<file path="src/rtl/store_buffer_if.sv">
// Pipeline-side bus of the store buffer: load/store requests from the MEM stage,
// load data and stall back to the pipeline.
interface store_buffer_if;
    logic [15:0] mem_addr;
    logic        mem_re;
    logic        mem_we;
    logic [15:0] mem_wdata;
    logic [15:0] mem_rdata;
    logic        stall;

    modport master (
        output mem_addr, mem_re, mem_we, mem_wdata,
        input  mem_rdata, stall
    );

    modport slave (
        input  mem_addr, mem_re, mem_we, mem_wdata,
        output mem_rdata, stall
    );
endinterface

</file>
<file path="src/rtl/store_buffer.sv">
// Store buffer between the MEM stage and the single-ported data memory.
// Stores queue in a circular FIFO and drain on any cycle the port is not taken
// by a missing load, so loads never wait behind stores.
// Optional feature macro: STORE_FWD_EN -- when defined, loads that hit a queued
// store are served from the buffer; otherwise they stall until the match drains.
//
// state    | meaning
// ---------+---------------------------------------------------------------
// ST_RUN   | normal operation: accept stores, serve loads, drain when idle
// ST_FLUSH | drain only; every pipeline op is stalled until flush drops
module store_buffer #(
    parameter int DEPTH = 4,
    parameter int PTR_W = 2
) (
    input  logic                 clk,
    input  logic                 rst_n,
    store_buffer_if.slave        pipe,
    input  logic                 flush,
    output logic                 flush_done,
    output logic                 err,
    output logic [15:0]          dm_addr,
    output logic                 dm_re,
    output logic                 dm_we,
    output logic [15:0]          dm_wrt_data,
    input  logic [15:0]          dm_rd_data
);

    typedef enum logic {ST_RUN, ST_FLUSH} state_t;

    localparam logic [PTR_W:0] FULL_CNT = (PTR_W+1)'(DEPTH);

    state_t             state, state_nxt;
    logic [15:0]        addr_q [DEPTH];
    logic [15:0]        data_q [DEPTH];
    logic [PTR_W-1:0]   rd_ptr, wr_ptr;
    logic [PTR_W:0]     count;
    logic               err_q;

    logic               conflict;
    logic               hit;
    logic [15:0]        hit_data;
    logic               load_miss;
    logic               push;
    logic               pop;
    logic               full;

    assign conflict = pipe.mem_re & pipe.mem_we;
    assign full     = (count == FULL_CNT);
    assign err      = err_q;

    // Search the valid entries oldest to youngest so the youngest match wins.
    always_comb begin
        logic [PTR_W-1:0] idx;
        hit      = 1'b0;
        hit_data = '0;
        idx      = '0;
        for (int i = 0; i < DEPTH; i++) begin
            idx = rd_ptr + PTR_W'(i);
            if (((PTR_W+1)'(i) < count) && (addr_q[idx] == pipe.mem_addr)) begin
                hit      = 1'b1;
                hit_data = data_q[idx];
            end
        end
    end

    // Port arbitration, stall generation and next-state decode.
    always_comb begin
        state_nxt   = state;
        load_miss   = 1'b0;
        dm_re       = 1'b0;
        dm_we       = 1'b0;
        dm_addr     = addr_q[rd_ptr];
        dm_wrt_data = data_q[rd_ptr];
        pipe.stall  = 1'b0;
        pipe.mem_rdata = dm_rd_data;
        push        = 1'b0;
        flush_done  = 1'b0;

        case (state)
            ST_RUN:   if (flush)  state_nxt = ST_FLUSH;
            ST_FLUSH: if (!flush) state_nxt = ST_RUN;
            default:  state_nxt = ST_RUN;
        endcase

        // A load that misses the buffer owns the memory port this cycle.
        load_miss = pipe.mem_re && !pipe.mem_we && (state == ST_RUN) && !hit;

        if (load_miss) begin
            dm_re   = 1'b1;
            dm_addr = pipe.mem_addr;
        end else if (count != '0) begin
            dm_we = 1'b1;
        end

        if (conflict) begin
            pipe.stall = 1'b0;
        end else if (state == ST_FLUSH) begin
            pipe.stall = pipe.mem_re | pipe.mem_we;
        end else if (pipe.mem_we) begin
            pipe.stall = full;
        end else if (pipe.mem_re && hit) begin
`ifdef STORE_FWD_EN
            pipe.stall     = 1'b0;
            pipe.mem_rdata = hit_data;
`else
            pipe.stall     = 1'b1;
`endif
        end

        push       = pipe.mem_we && !pipe.mem_re && (state == ST_RUN) && !full;
        flush_done = (state == ST_FLUSH) && flush && (count == '0);
    end

    assign pop = dm_we;

    // State, pointers, occupancy and the sticky error flag.
    always_ff @(posedge clk or negedge rst_n) begin
        if (!rst_n) begin
            state  <= ST_RUN;
            rd_ptr <= '0;
            wr_ptr <= '0;
            count  <= '0;
            err_q  <= 1'b0;
        end else begin
            state <= state_nxt;
            err_q <= err_q | conflict;
            if (push) wr_ptr <= wr_ptr + PTR_W'(1);
            if (pop)  rd_ptr <= rd_ptr + PTR_W'(1);
            case ({push, pop})
                2'b10:   count <= count + (PTR_W+1)'(1);
                2'b01:   count <= count - (PTR_W+1)'(1);
                default: count <= count;
            endcase
        end
    end

    // Entry storage; validity is tracked by count, so no reset is needed here.
    always_ff @(posedge clk) begin
        if (push) begin
            addr_q[wr_ptr] <= pipe.mem_addr;
            data_q[wr_ptr] <= pipe.mem_wdata;
        end
    end

endmodule

</file>
<file path="src/flat_wrapper.sv">
// flat-port wrapper written by rule: the top's interface ports become plain ports
module store_buffer_flat 
#(
    parameter int DEPTH = 4,
    parameter int PTR_W = 2
)
  (clk, rst_n, flush, flush_done, err, dm_addr, dm_re, dm_we, dm_wrt_data, dm_rd_data, pipe_mem_addr, pipe_mem_re, pipe_mem_we, pipe_mem_wdata, pipe_mem_rdata, pipe_stall);
  store_buffer_if pipe_i ();
  input  logic clk;
  input  logic rst_n;
  input  logic flush;
  output logic flush_done;
  output logic err;
  output logic [15:0] dm_addr;
  output logic dm_re;
  output logic dm_we;
  output logic [15:0] dm_wrt_data;
  input  logic [15:0] dm_rd_data;
  input wire logic [$bits(pipe_i.mem_addr)-1:0] pipe_mem_addr;
  input wire logic [$bits(pipe_i.mem_re)-1:0] pipe_mem_re;
  input wire logic [$bits(pipe_i.mem_we)-1:0] pipe_mem_we;
  input wire logic [$bits(pipe_i.mem_wdata)-1:0] pipe_mem_wdata;
  output wire logic [$bits(pipe_i.mem_rdata)-1:0] pipe_mem_rdata;
  output wire logic [$bits(pipe_i.stall)-1:0] pipe_stall;
  assign pipe_i.mem_addr = pipe_mem_addr;
  assign pipe_i.mem_re = pipe_mem_re;
  assign pipe_i.mem_we = pipe_mem_we;
  assign pipe_i.mem_wdata = pipe_mem_wdata;
  assign pipe_mem_rdata = pipe_i.mem_rdata;
  assign pipe_stall = pipe_i.stall;
  store_buffer #(.DEPTH(DEPTH), .PTR_W(PTR_W)) u_core (.clk(clk), .rst_n(rst_n), .pipe(pipe_i), .flush(flush), .flush_done(flush_done), .err(err), .dm_addr(dm_addr), .dm_re(dm_re), .dm_we(dm_we), .dm_wrt_data(dm_wrt_data), .dm_rd_data(dm_rd_data));
endmodule
</file>
<file path="config.mk">
export PLATFORM = sky130hd
export DESIGN_NAME = store_buffer_flat
export DESIGN_NICKNAME = d
export VERILOG_FILES = /design/src/rtl/store_buffer_if.sv /design/src/rtl/store_buffer.sv /design/src/flat_wrapper.sv
export SDC_FILE = /design/constraint.sdc
export NUM_CORES = 1
export LEC_CHECK = 0
export ABC_AREA = 1
export CORE_ASPECT_RATIO = 1.5
export CORE_MARGIN = 4
export CORE_UTILIZATION = 45
export DETAILED_ROUTE_END_ITERATION = 6
export PLACE_DENSITY = 0.67
export SETUP_SLACK_MARGIN = 0.2
export SLEW_MARGIN = 0
export SYNTH_ARGS = -nofsm -noshare
export SYNTH_HDL_FRONTEND = slang
export SYNTH_SLANG_ARGS = --single-unit
</file>
<file path="constraint.sdc">
create_clock -name clk -period 4.2 [get_ports clk]
set_clock_uncertainty 0.15 [all_clocks]
set_input_delay 0.84 -clock clk [delete_from_list [all_inputs] [get_ports clk]]
set_output_delay 0.84 -clock clk [all_outputs]
set_load 0.01 [all_outputs]
</file>
==> flow_summary.yaml, run 1 <==
job:
  max_cap_violations: 0
timing:
  period_minus_slack_ns: 3.96
  fmax_ghz: 0.252
  slew_headroom_pct: 57.2
  rsz0062_at_grt: "true"
  finalHoldViolations: 0
  slew_violations: 0
  setup_tns_ns: 0
  timing.final.crit_share_pct: 94.3
  worstMarginPinSlew_ns: 0.641
  setup_viol: 0
global_routing:
  grt_overflow: 0
  grt_pass1_vias: 6658
  antenna_found_initial: 0
  grt_pass1_wl_mm: 32.1
  gr-usage-all-layers_pct: 20.7
  grt_max_degree: 40
final_layout:
  drive_gt1_share_pct: 15.2
  fin_nets: 1196
  antenna_cells: 0
  fin_cells: 1360
  synthToLayoutAreaGrowth_pct: 29.4
logic_synthesis:
  syn-cell-area_mm2: 0.00798
  synth_top_area_share_pct: 48.2
  synthFlopType: "edfxtp_1"
  ys_top_cells_by_area: "edfxtp_1, nand2_1, nand3_1, inv_1, dfrtp_1"
  yosys_warnings: 0
  synth_top_cell_by_area: "edfxtp_1"
  synth_enable_flop_cells: 128
  ys_seq_elements: 137
  synth.avg_cell_area_um2: 7.89
  synth.most_common_cell: "nand2_1"
  synth.distinct_cells: 28
  synth_seq_area_share_pct: 51.0
  syn_nets: 1073
  synth_common_cells: "nand2_1, nand3_1, edfxtp_1, inv_1, nor2_1"
  synth_cells: 1011
  async_reset_ff_share_pct: 6.57
placed_design:
  placed_cells: 1301
  place.gp.congestion: 0.858
  numPortBuffers: 73
  dpl.hpwl_mm: 13.9
clocking:
  cts_htree_levels: 4
  cts_buffers: 17
  clkSinkCount: 137
  clkTransAtPathRegs_ns: 0.06
  clockBufferDepth: 2
  cts_tree: "built"
  clk_latency_ns: 0.41
  clockRootBuffer: "clkbuf_16"
critical_path:
  endpoint_kind: "output pin"
  worstReg2RegStart: "u_core.rd_ptr[0]"
  startpoint_type: "flip-flop"
  path_class: "flip-flop to output pin"
  critical_path.max_fanout: 8
  startpoint: "u_core.rd_ptr[0]"
  required_ns: 3.21
  critPathArrivalTime_ns: 2.97
worst_hold_path:
  hp-class: "flip-flop to flip-flop"
  min_from: "u_core.err"
routing:
  num_vias: 7325
  firstDrtPassIters: 6
  ant_nets: 0
  drc_errors: 0
  first_iter_violations: 531
  via_per_inst: 5.39
  wl_per_cell_um: 16.4
  routed_wl_mm: 22.3
floorplan:
  fp.dieArea_mm2: 0.0200
  io_pins: 106
  die_w_um: 117
  coreArea_mm2: 0.0174
  rows: 59
  die_y_um: 171
  initial_core_util_pct: 45.8
power:
  max-vdd-ir-drop_v: 0.000484
  cellLeakagePower_nw: 4.76
  power_density_mw_per_mm2: 704
run_status:
  outcome: "completed"
[cells in the final DEF (no fill, tap or decap), drive strengths merged, types with 6 or more instances in the layout]
master,n
nor2,40
edfxtp,128
nand3,181
buf,86
clkbuf,28
clkinv,6
clkdlybuf4s50,52
a22oi,16
ha,9
inv,87
o21ai,30
a21oi,7
dfrtp,9
nand2,439
[metal layers]
| metal | global-route usage (%) | up-vias | share of wire (%) |
|---|---|---|---|
| met3 | 4.21 | 54 | 7.0 |
| li1 | - | 3580 | - |
| met1 | 23.9 | 3385 | 37 |
| met2 | 37.1 | 306 | 52 |
| met5 | 0 | - | 0 |
| met4 | 7.78 | 0 | 3.4 |
[metrics by stage]
step	hold WS (ns)	power [mW]	utilization, %	worst slack, ns	area (um^2)
3_3_place_gp	0.304	5.17	52.8	0.0225	9200
3_5_place_dp	0.330	5.19	52.8	0.00608	9200
6_report	0.337	7.28	59.3	0.238	10300
2_1_floorplan	0.350	4.07	-	1.04	7980
5_1_grt	0.362	7.82	59.3	0.0741	10300
4_1_cts	0.344	6.73	56.5	0.0337	9840
[sequential cells by signal (all words and copies together), names as in the netlist]
register / count
u_core.addr_q: 64
u_core.state: 1
u_core.count: 3
u_core.wr_ptr: 2
u_core.data_q: 64
u_core.rd_ptr: 2
u_core.err: 1
[repair_timing]
action / CTS / global route
gates resized for setup: 16 / 107
pin swaps: 0 / 21
hold buffers: 0 / 0
setup endpoints to repair: 19 / 19
cloned: 1 / 11
buffers inserted: 3 / 12
[worst max-delay path: stages, from the launching register on]
cell,delay [ns]
dfrtp_2,0.41
buf_6,0.15
clkinv_8,0.10
clkbuf_16,0.18
buf_8,0.14
nand2_1,0.09
nand2_1,0.06
nand2_1,0.08
nand2_2,0.07
o21ai_2,0.12
inv_1,0.06
nand2_1,0.08
nor2_2,0.05
nand3_1,0.09
nand2_2,0.07
nor2_4,0.14
nand2_4,0.11
buf_12,0.15
clkbuf_16,0.15
o21ai_1,0.10
dlymetal6s2s_1,0.16
[final timing paths]
| kind | endpoint | slack (ns) | depth (start not counted) |
|---|---|---|---|
| hold reg to reg | u_core.err | 0.34 | 2 |
| setup / recovery | dm_addr[13] | 0.24 | 20 |
| max in group asynchronous | u_core.rd_ptr[0] | 2.92 | 1 |
| min in group asynchronous | u_core.err | 0.61 | 1 |
| setup reg to reg | u_core.count[2] | 0.83 | 24 |
| hold / removal | u_core.err | 0.34 | 2 |
[area by class of cell]
| class | instances | area, um^2 |
|---|---|---|
| fillers | 1512 | 7090 |
| flip-flops and latches | 137 | 4070 |
| multi-input cells | 741 | 3490 |
| repair buffers | 158 | 1620 |
| clock buffers | 17 | 425 |
| inverters | 79 | 312 |
| well taps | 213 | 267 |
| clock inverters | 15 | 149 |
[logic make-up (layout without fill, tap and decap cells)]
kind of cell	after synthesis	after routing	synth area share [%]
AOI/OAI and AO/OA	57	57	4.19
xor gates and xnor gates	7	7	0.768
adders and majority gates	9	9	1.41
buffers and inverters	136	269	8.07
DFF	137	137	51.0
and+or+nand+nor	665	668	34.6
[where the power goes]
part | internal, mW | switching [mW]
registers | 1.60 | 0.0811
clock network | 0.790 | 0.635
logic | 1.65 | 2.52
Power figures use the tool's default switching activity.
==> run 2, diff against run 1 <==
- PLACE_DENSITY: 0.67 -> 0.66
==> run 2 against run 1 <==
Net effect:
- register-to-register slack got worse by 0.11 ns
- setup slack worse by 0.061 ns
- sequential power grew 2%
- non-clock buffer count unchanged
- fmax shrank 1.5%
- hold slack better by 0.020 ns
- global-route usage rose by 1.2 points
- design area is 1.6% higher
- combinational power increased by 4%
- wire length up 2.5%
- core utilization grew 0.96 points
- critical endpoint is now dm_addr[1]
==> flow_summary.yaml, run 2 (synthesis gave the netlist of run 1 again) <==
run_status:
  outcome: "completed"
placed_design:
  post_dp_cell_area_mm2: 0.00918
  dpl.hpwl_mm: 14.1
  numPortBuffers: 73
  place.gp.congestion: 0.878
  dp_slack_ns: -0.155
critical_path:
  critical_path.max_fanout: 14
  r2r_cells: 24
  path_class: "flip-flop to output pin"
  startpoint_type: "flip-flop"
  required_ns: 3.21
  endpoint_kind: "output pin"
  reg2reg_to: "u_core.count[2]"
  critPathArrivalTime_ns: 3.03
  worstReg2RegStart: "u_core.rd_ptr[0]"
  reg2reg_slack_ns: 0.72
timing:
  worstMarginPinSlew_ns: 0.620
  period_minus_slack_ns: 4.02
  fmax_ghz: 0.249
  finalHoldViolations: 0
  timing.final.crit_share_pct: 95.8
  slew_violations: 0
  rsz0062_at_grt: "true"
  setup_viol: 0
  whs_ns: 0.356
  slew_headroom_pct: 58.5
  setup_ws_ns: 0.177
final_layout:
  drive_gt1_share_pct: 18.2
  final_area_mm2: 0.0105
  seq_area_mm2: 0.00407
  nFillCells: 1517
  antenna_cells: 0
  synthToLayoutAreaGrowth_pct: 31.5
  final_common_cell: "nand2_1"
  multiInputGateArea_mm2: 0.00363
  final_cell_mix: "nand2_1, nand3_1, edfxtp_1"
  reg_top3: "u_core.addr_q: 64 flops, u_core.data_q: 64 flops, u_core.count: 3 flops"
  fin_nets: 1198
global_routing:
  grt_pass1_wl_mm: 33.9
  grt_pass1_vias: 6979
  grt_max_degree: 39
  grt_overflow: 0
  antenna_found_initial: 0
  gr-usage-all-layers_pct: 21.8
routing:
  num_vias: 7303
  via_per_inst: 5.36
  drc_errors: 0
  first_iter_violations: 561
  ant_nets: 0
  wl_per_cell_um: 16.8
  firstDrtPassIters: 5
  routed_wl_mm: 22.9
floorplan:
  die_w_um: 117
  fp.dieArea_mm2: 0.0200
  coreArea_mm2: 0.0174
  initial_core_util_pct: 45.8
  rows: 59
  die_y_um: 171
  io_pins: 106
clocking:
  clk_latency_ns: 0.42
  clockBufferDepth: 2
  cts_buffers: 17
  clockRootBuffer: "clkbuf_16"
  clkSinkCount: 137
  hold_buffers: 0
  cts_tree: "built"
  cts_htree_levels: 4
  clkTransAtPathRegs_ns: 0.06
power:
  max-vdd-ir-drop_v: 0.000462
  cellLeakagePower_nw: 4.79
  power_density_mw_per_mm2: 725
  p_total_mw: 7.61
job:
  max_cap_violations: 0
worst_hold_path:
  hp-class: "flip-flop to flip-flop"
  min_to: "u_core.err"
  min_from: "u_core.err"
  hold_path_depth: 2
==> run 2: changes by cell type in the layout (fill, tap and decap cells not counted), sizes merged <==
cell           delta
buf               +3
clkdlybuf4s15     -1
bufinv            +2
dlygate4sd2       +1
clkbuf            +1
clkinvlp          -1
clkinv            +1
dlymetal6s2s      -4
inv               -1
nand2             +1
==> run 2: per-stage QoR <==
stage	std cells	setup TNS, ns	utilization (%)
floorplan	1011	0	-
global placement	1299	-1.50	52.7
detailed placement	1299	-1.96	52.7
CTS	1342	0	57.5
global route	1362	0	60.2
finish	1362	0	60.2
==> run 2: layout make-up <==
cell class                 instances  share of cell area, %
clock buffer                      17                   4.05
multi-input combinational        742                   34.6
clock inverter                    15                   1.92
timing repair inverter             1                 0.0834
timing repair buffer             158                   15.1
tap                              213                   2.54
inverter                          79                   2.97
sequential                       137                   38.8
==> run 2: worst max path at each step <==
| stage | startpoint | endpoint | slack [ns] | cells past startpoint |
|---|---|---|---|---|
| detailed placement | pipe_mem_addr[0] | dm_addr[8] | -0.15 | 15 |
| global route | u_core.rd_ptr[0] | dm_addr[1] | 0.005 | 21 |
| global placement | pipe_mem_addr[0] | dm_addr[2] | -0.12 | 15 |
| CTS | u_core.rd_ptr[0] | dm_re | 0.11 | 15 |
| finish | u_core.rd_ptr[0] | dm_addr[1] | 0.18 | 21 |
| floorplan | pipe_mem_re | u_core.addr_q[0][0] | 1.04 | 3 |
==> run 2: power by group <==
group          switching (mW)  total (mW)  internal, mW  leakage (nW)
registers               0.113        1.72          1.60          1.26
logic                    2.61        4.32          1.71          3.22
clock network           0.661        1.57         0.912         0.307
==> run 2: worst max-delay path: stages (launching register included) <==
cell and delay [ns]:
dfrtp_4 0.58, clkinv_8 0.13, buf_12 0.15, clkbuf_16 0.16
nand2_2 0.08, nand2_1 0.05, nand2_1 0.06, nand2_1 0.07
nand2_1 0.10, nand2_1 0.06, inv_1 0.06, nand2_1 0.05
nor2_1 0.13, nand3_1 0.11, nand2_2 0.10, nor2_4 0.05
nand2_4 0.10, buf_12 0.15, inv_1 0.05, nand2_1 0.05
nand2_1 0.04, dlygate4sd2_1 0.27
==> run 2: per-layer routing <==
metal | track usage [%] | vias to the layer above | routed length [um]
met5 | 0 | - | 0
met4 | 7.24 | 0 | 694
met3 | 3.36 | 52 | 1420
met2 | 39.5 | 261 | 11800
met1 | 26.1 | 3393 | 8940
li1 | - | 3597 | -
==> run 2: repair_timing <==
| action | 4_1_cts | 5_1_grt |
|---|---|---|
| resized for setup | 50 | 116 |
| hold endpoints to repair | 0 | 0 |
| buffers inserted | 6 | 12 |
| cloned | 5 | 8 |
| pin swaps | 4 | 16 |
| setup endpoints to repair | 19 | 19 |
